==> src/rtl/pb_pkg.sv <==
// rtl/pb_pkg.sv - shared types and constants for the push-button conditioner
package pb_pkg;

    typedef enum logic [1:0] {
        UP      = 2'd0,
        WAIT_DN = 2'd1,
        DN      = 2'd2,
        WAIT_UP = 2'd3
    } pb_state_t;

    localparam int   PB_SYNC_STAGES = 2;
    localparam logic PB_IDLE_LVL    = 1'b1;

endpackage

==> src/rtl/pb_debounce_if.sv <==
// rtl/pb_debounce_if.sv - raw button input and conditioned outputs of one button
interface pb_debounce_if;

    logic PB;
    logic pb_dn;
    logic pb_up_n;
    logic pressed;
    logic released;
    logic long_press;

    // Button / consumer side: drives the raw contact, observes the clean outputs.
    modport master (
        output PB,
        input  pb_dn, pb_up_n, pressed, released, long_press
    );

    // Conditioner side.
    modport slave (
        input  PB,
        output pb_dn, pb_up_n, pressed, released, long_press
    );

endinterface

==> src/rtl/sync2.sv <==
// rtl/sync2.sv - two-flop synchronizer for an asynchronous single-bit input
module sync2
    import pb_pkg::*;
#(
    parameter logic RST_VAL = PB_IDLE_LVL
) (
    input  logic clk,
    input  logic rst,
    input  logic d_i,
    output logic q_o
);

    logic [PB_SYNC_STAGES-1:0] sync_q;

    // Shift the raw input through the chain; reset parks it at the idle level.
    always_ff @(posedge clk) begin
        if (rst) begin
            sync_q <= {PB_SYNC_STAGES{RST_VAL}};
        end else begin
            sync_q <= {sync_q[PB_SYNC_STAGES-2:0], d_i};
        end
    end

    assign q_o = sync_q[PB_SYNC_STAGES-1];

endmodule

==> src/rtl/pb_debounce.sv <==
// rtl/pb_debounce.sv - debounced level and strobes for one active-low button (option: PB_LONG_PRESS_EN)
module pb_debounce
    import pb_pkg::*;
#(
    parameter int DEBOUNCE_CYCLES = 16,
    parameter int LONG_CYCLES     = 64
) (
    input  logic          clk,
    input  logic          rst,
    pb_debounce_if.slave  btn
);

    localparam int CW = $clog2(DEBOUNCE_CYCLES);
    localparam logic [CW-1:0] CNT_TERM = CW'(DEBOUNCE_CYCLES - 1);

    // Reject illegal parameterisations at elaboration.
    if (DEBOUNCE_CYCLES < 2) begin : g_bad_debounce
        $error("pb_debounce: DEBOUNCE_CYCLES must be >= 2");
    end
    if (LONG_CYCLES <= DEBOUNCE_CYCLES) begin : g_bad_long
        $error("pb_debounce: LONG_CYCLES must exceed DEBOUNCE_CYCLES");
    end

    logic      pb_s;
    pb_state_t state_q, state_d;
    logic [CW-1:0] cnt_q, cnt_d;
    logic      pb_dn_q, pb_dn_d;
    logic      pb_up_n_q;
    logic      pressed_q, pressed_d;
    logic      released_q, released_d;

    sync2 #(
        .RST_VAL (PB_IDLE_LVL)
    ) u_sync (
        .clk (clk),
        .rst (rst),
        .d_i (btn.PB),
        .q_o (pb_s)
    );

    // Debounce FSM. The sample that leaves UP/DN is the first of the run; cnt then
    // indexes the DEBOUNCE_CYCLES further samples taken in the wait state, so a
    // level is accepted only after DEBOUNCE_CYCLES+1 consecutive agreeing samples
    // at the FSM (two synchronizer cycles plus DEBOUNCE_CYCLES after the pin edge).
    always_comb begin
        state_d    = state_q;
        cnt_d      = cnt_q;
        pb_dn_d    = pb_dn_q;
        pressed_d  = 1'b0;
        released_d = 1'b0;
        unique case (state_q)
            UP: begin
                if (!pb_s) begin
                    state_d = WAIT_DN;
                    cnt_d   = '0;
                end
            end
            WAIT_DN: begin
                if (pb_s) begin
                    state_d = UP;
                    cnt_d   = '0;
                end else if (cnt_q == CNT_TERM) begin
                    state_d   = DN;
                    cnt_d     = '0;
                    pb_dn_d   = 1'b1;
                    pressed_d = 1'b1;
                end else begin
                    cnt_d = cnt_q + CW'(1);
                end
            end
            DN: begin
                if (pb_s) begin
                    state_d = WAIT_UP;
                    cnt_d   = '0;
                end
            end
            WAIT_UP: begin
                if (!pb_s) begin
                    state_d = DN;
                    cnt_d   = '0;
                end else if (cnt_q == CNT_TERM) begin
                    state_d    = UP;
                    cnt_d      = '0;
                    pb_dn_d    = 1'b0;
                    released_d = 1'b1;
                end else begin
                    cnt_d = cnt_q + CW'(1);
                end
            end
            default: begin
                state_d = UP;
                cnt_d   = '0;
                pb_dn_d = 1'b0;
            end
        endcase
    end

    // State, counter and registered outputs; pb_up_n has its own flop so the
    // reset synchronizer never sees an inverter glitch.
    always_ff @(posedge clk) begin
        if (rst) begin
            state_q    <= UP;
            cnt_q      <= '0;
            pb_dn_q    <= 1'b0;
            pb_up_n_q  <= 1'b1;
            pressed_q  <= 1'b0;
            released_q <= 1'b0;
        end else begin
            state_q    <= state_d;
            cnt_q      <= cnt_d;
            pb_dn_q    <= pb_dn_d;
            pb_up_n_q  <= ~pb_dn_d;
            pressed_q  <= pressed_d;
            released_q <= released_d;
        end
    end

    assign btn.pb_dn    = pb_dn_q;
    assign btn.pb_up_n  = pb_up_n_q;
    assign btn.pressed  = pressed_q;
    assign btn.released = released_q;

`ifdef PB_LONG_PRESS_EN
    localparam int HW = $clog2(LONG_CYCLES + 1);
    localparam logic [HW-1:0] HOLD_MAX = HW'(LONG_CYCLES);

    logic [HW-1:0] hold_q, hold_d;
    logic          long_q, long_d;

    // Hold counter runs while debounced-pressed and saturates, so the terminal
    // value is crossed once per press; a release on the same edge wins.
    always_comb begin
        hold_d = hold_q;
        long_d = 1'b0;
        if (state_q == DN || state_q == WAIT_UP) begin
            if (hold_q != HOLD_MAX) begin
                hold_d = hold_q + HW'(1);
            end
            if (hold_q == HOLD_MAX - HW'(1) && !released_d) begin
                long_d = 1'b1;
            end
        end else begin
            hold_d = '0;
        end
    end

    // Hold counter and long-press strobe registers.
    always_ff @(posedge clk) begin
        if (rst) begin
            hold_q <= '0;
            long_q <= 1'b0;
        end else begin
            hold_q <= hold_d;
            long_q <= long_d;
        end
    end

    assign btn.long_press = long_q;
`else
    assign btn.long_press = 1'b0;
`endif

endmodule

==> src/flat_wrapper.sv <==
// flat-port wrapper written by rule: the top's interface ports become plain ports
module pb_debounce_flat import pb_pkg::*;
#(
    parameter int DEBOUNCE_CYCLES = 16,
    parameter int LONG_CYCLES     = 64
)
  (clk, rst, btn_PB, btn_pb_dn, btn_pb_up_n, btn_pressed, btn_released, btn_long_press);
  pb_debounce_if btn_i ();
  input  logic clk;
  input  logic rst;
  input wire logic [$bits(btn_i.PB)-1:0] btn_PB;
  output wire logic [$bits(btn_i.pb_dn)-1:0] btn_pb_dn;
  output wire logic [$bits(btn_i.pb_up_n)-1:0] btn_pb_up_n;
  output wire logic [$bits(btn_i.pressed)-1:0] btn_pressed;
  output wire logic [$bits(btn_i.released)-1:0] btn_released;
  output wire logic [$bits(btn_i.long_press)-1:0] btn_long_press;
  assign btn_i.PB = btn_PB;
  assign btn_pb_dn = btn_i.pb_dn;
  assign btn_pb_up_n = btn_i.pb_up_n;
  assign btn_pressed = btn_i.pressed;
  assign btn_released = btn_i.released;
  assign btn_long_press = btn_i.long_press;
  pb_debounce #(.DEBOUNCE_CYCLES(DEBOUNCE_CYCLES), .LONG_CYCLES(LONG_CYCLES)) u_core (.clk(clk), .rst(rst), .btn(btn_i));
endmodule
==> config.mk <==
export PLATFORM = sky130hd
export DESIGN_NAME = pb_debounce_flat
export DESIGN_NICKNAME = d
export VERILOG_FILES = /design/src/rtl/pb_pkg.sv /design/src/rtl/pb_debounce_if.sv /design/src/rtl/sync2.sv /design/src/rtl/pb_debounce.sv /design/src/flat_wrapper.sv
export SDC_FILE = /design/constraint.sdc
export NUM_CORES = 1
export LEC_CHECK = 0
export ABC_CLOCK_PERIOD_IN_PS = 1930
export BUFFER_PORTS_ARGS = -buffer_cell sky130_fd_sc_hd__buf_2
export CORE_AREA = 2 2 39 41
export DETAILED_ROUTE_END_ITERATION = 12
export DIE_AREA = 0 0 41 43
export PLACE_DENSITY_LB_ADDON = 0.2
export REMOVE_ABC_BUFFERS = 1
export SLEW_MARGIN = 25
export SYNTH_ARGS = -nofsm -noshare
export SYNTH_HDL_FRONTEND = slang
export SYNTH_HIERARCHICAL = 1
export SYNTH_SLANG_ARGS = --single-unit
==> constraint.sdc <==
create_clock -name clk -period 1.93 [get_ports clk]
set_input_delay 0.386 -clock clk [delete_from_list [all_inputs] [get_ports clk]]
set_output_delay 0.386 -clock clk [all_outputs]
set_load 0.02 [all_outputs]
==> metrics.md <==
| Metric | Value |
|---|---|
| Status | `complete, no violations` |
| Die area | `1760 µm²` |
| Antenna Cells | `0` |
| GRT Max-Usage Layer | `met2` |
| # Max-Cap Violations | `0` |
| Pin count of the biggest net entering global routing | `15` |
| Initial core utilization | `0.379` |
| PwrDens | `836 nW/µm²` |
| Area added between synthesis and finish | `10.7%` |
| Most frequent cell after synthesis | `dfxtp_1` |
| Post-route ant nets | `0` |
| Core Region | `1380 µm²` |
| CTS tree | `yes` |
| Worst setup EP type | `flop` |
| Vias per inst | `5.04` |
| Synth Warn # | `6` |
| Final period util | `0.708` |
| Hold Path Cell Cnt | `2` |
| Synth area leaders | `dfxtp_1, nand3b_1, nand3_1` |
| Critical path origin | `u_core/cnt_q[0]$_SDFFE_PP0P_` |
| Via count | `383` |
| DP Area | `544 µm²` |
| Initial antenna violation count | `0` |
| Fill cells | `149` |
| Die Span Y | `43 µm` |
| GRT met2 Usage | `0.178` |
| Final Max Slew Viols | `0` |
| Setup TNS | `0 ps` |
| R2r startpoint | `u_core/cnt_q[0]$_SDFFE_PP0P_` |
| Clock Latency Late Sink | `260 ps` |
| WP data arrival | `1530 ps` |
| FMAX | `732 MHz` |
| Worst vdd rail ir drop | `497 µV` |
| Total gr overflow | `0` |
| IO buf count | `6` |
| Ys flop type | `dfxtp_1` |
| RSZ-0062 raised after global routing | `no` |
| CTS root buf | `clkbuf_4` |
| Top-level I/O count | `8` |
| DRT Pass-1 Iters | `3` |
| Layout cells sized above 1 | `0.183` |
| CP max FO | `6` |
| Final hold viol count | `0` |
| Max Root-Sink Buffers | `2` |
| Hold Crit Class | `input port to flop` |
| Die width | `41 µm` |
| Row cnt | `14` |
| Number of synthesized register bits | `12` |
| Top cell type's share of synthesized area | `0.458` |
| Syn avg cell area | `9.71 µm²` |
| Synthesized area | `524 µm²` |
| Clock Skew | `3.64 ps` |
| Met1 GRT Util | `0.126` |
| Seq/Total Area, Yosys | `0.458` |
| Startpoint Class | `flop` |
| Fin area | `581 µm²` |
| HP Start | `btn_PB` |
| Asr flop ratio synth | `0` |
| Min Clock Period, post-route | `1370 ps` |
| Detailed router's first-iteration violation count | `5` |
| Met3 Track Usage GR | `0.0157` |
| TritonCTS Buffers | `3` |
| Postcts setup bufs | `0` |
| H-tree depth | `1` |
| Leading area contributor after synthesis | `dfxtp_1` |
| Final setup violation count | `0` |
| Wire length per cell | `10.8 µm` |
| Total Routing Usage GR | `0.114` |
| Cells on worst reg2reg path | `4` |
| # nets final | `65` |
| Distinct cells, synth | `28` |
| Worst path required time | `2090 ps` |
| Total wire length | `823 µm` |
| Setup CP Type | `flop to flop` |
| Post-synth EDFFs | `0` |
| Leak | `0.233 nW` |
| Placer Congestion | `0.668` |
| Clock transition at path regs | `70 ps` |
| Post-cts resize count | `0` |
| Post-DP HPWL | `611 µm` |
| Global-route wire length before repair | `1.36 mm` |
| Vias in the first global route | `355` |
| Clk sinks | `12` |
| Most frequent cells after synthesis | `dfxtp_1, nand3_1, a21oi_1, nand2b_1, nand3b_1` |
| Post-route DRC violation count | `0` |
| CTS Hold Bufs | `0` |
| Cells after Synth | `54` |
cell families (layout without fill, tap and decap cells):
group                    after synthesis  after routing  share of synthesized area
multiplexers                           1              1                     0.0191
flip-flops                            12             12                      0.458
AO/OA/AOI/OAI                          7              7                     0.0859
adder cells (fa/ha/maj)                1              1                     0.0239
other                                  1              1                    0.00715
buffers and inverters                  4             10                     0.0573
AND/OR/NAND/NOR                       25             25                      0.284
XOR/XNOR                               3              3                     0.0645
power by group:
group,leakage (nW),switching (W),internal [W]
registers,0.0976,0.00000598,0.000255
clock network,0.0210,0.0000752,0.000115
logic,0.114,0.0000211,0.0000129
worst paths after layout:
path / to / slack, ps
max: u_core/btn.pb_up_n$_SDFF_PP1_ / 560
min: u_core/u_sync/sync_q[0]$_SDFF_PP1_ / 300
max reg2reg: u_core/btn.pb_up_n$_SDFF_PP1_ / 560
min reg2reg: u_core/u_sync/sync_q[1]$_SDFF_PP1_ / 410
worst max-delay path, cell delays in order, from the launching register on:
cell and delay [ps]:
dfxtp_1 370, ha_1 210, nand4_1 260, mux2i_1 200, a31o_1 220
metrics by stage:
| step | power [W] | hold slack [ps] | instances | worst slack (ps) | utilization |
|---|---|---|---|---|---|
| after floorplan | 0.000288 | 383 | 50 | 700 | - |
| after global placement | 0.000302 | 407 | 72 | 634 | 0.393 |
| after detailed placement | 0.000301 | 395 | 72 | 586 | 0.393 |
| after CTS | 0.000496 | 289 | 76 | 566 | 0.420 |
| after global routing | 0.000509 | 300 | 76 | 456 | 0.420 |
| final | 0.000485 | 299 | 76 | 563 | 0.420 |
placed cells by master, fill, tap and decap left out, types with 2 or more instances in the layout:
cell type / netlist / layout
buf_2: 0 / 6
xor2_1: 2 / 2
clkbuf_4: 0 / 3
nor2_1: 2 / 2
nand2_1: 2 / 2
or2_1: 2 / 2
nand3b_1: 3 / 3
nand3_1: 4 / 4
a21oi_1: 3 / 3
nand4_1: 2 / 2
dfxtp_1: 12 / 12
nand2b_1: 3 / 3
routing by layer:
layer,vias up,wire (µm)
met5,-,0
met4,0,5
met3,2,20
met1,175,361
met2,5,435
li1,201,-
area by class of cell:
type / instances / area [µm²] / share of cell area
Multi-Input combinational cell: 38 / 254 / 0.438
Sequential cell: 12 / 240 / 0.414
Clock buffer: 4 / 36.3 / 0.0625
Timing Repair Buffer: 6 / 30.0 / 0.0517
Tap cell: 16 / 20.0 / 0.0345
No activity file was read; power rests on OpenSTA's default activity.
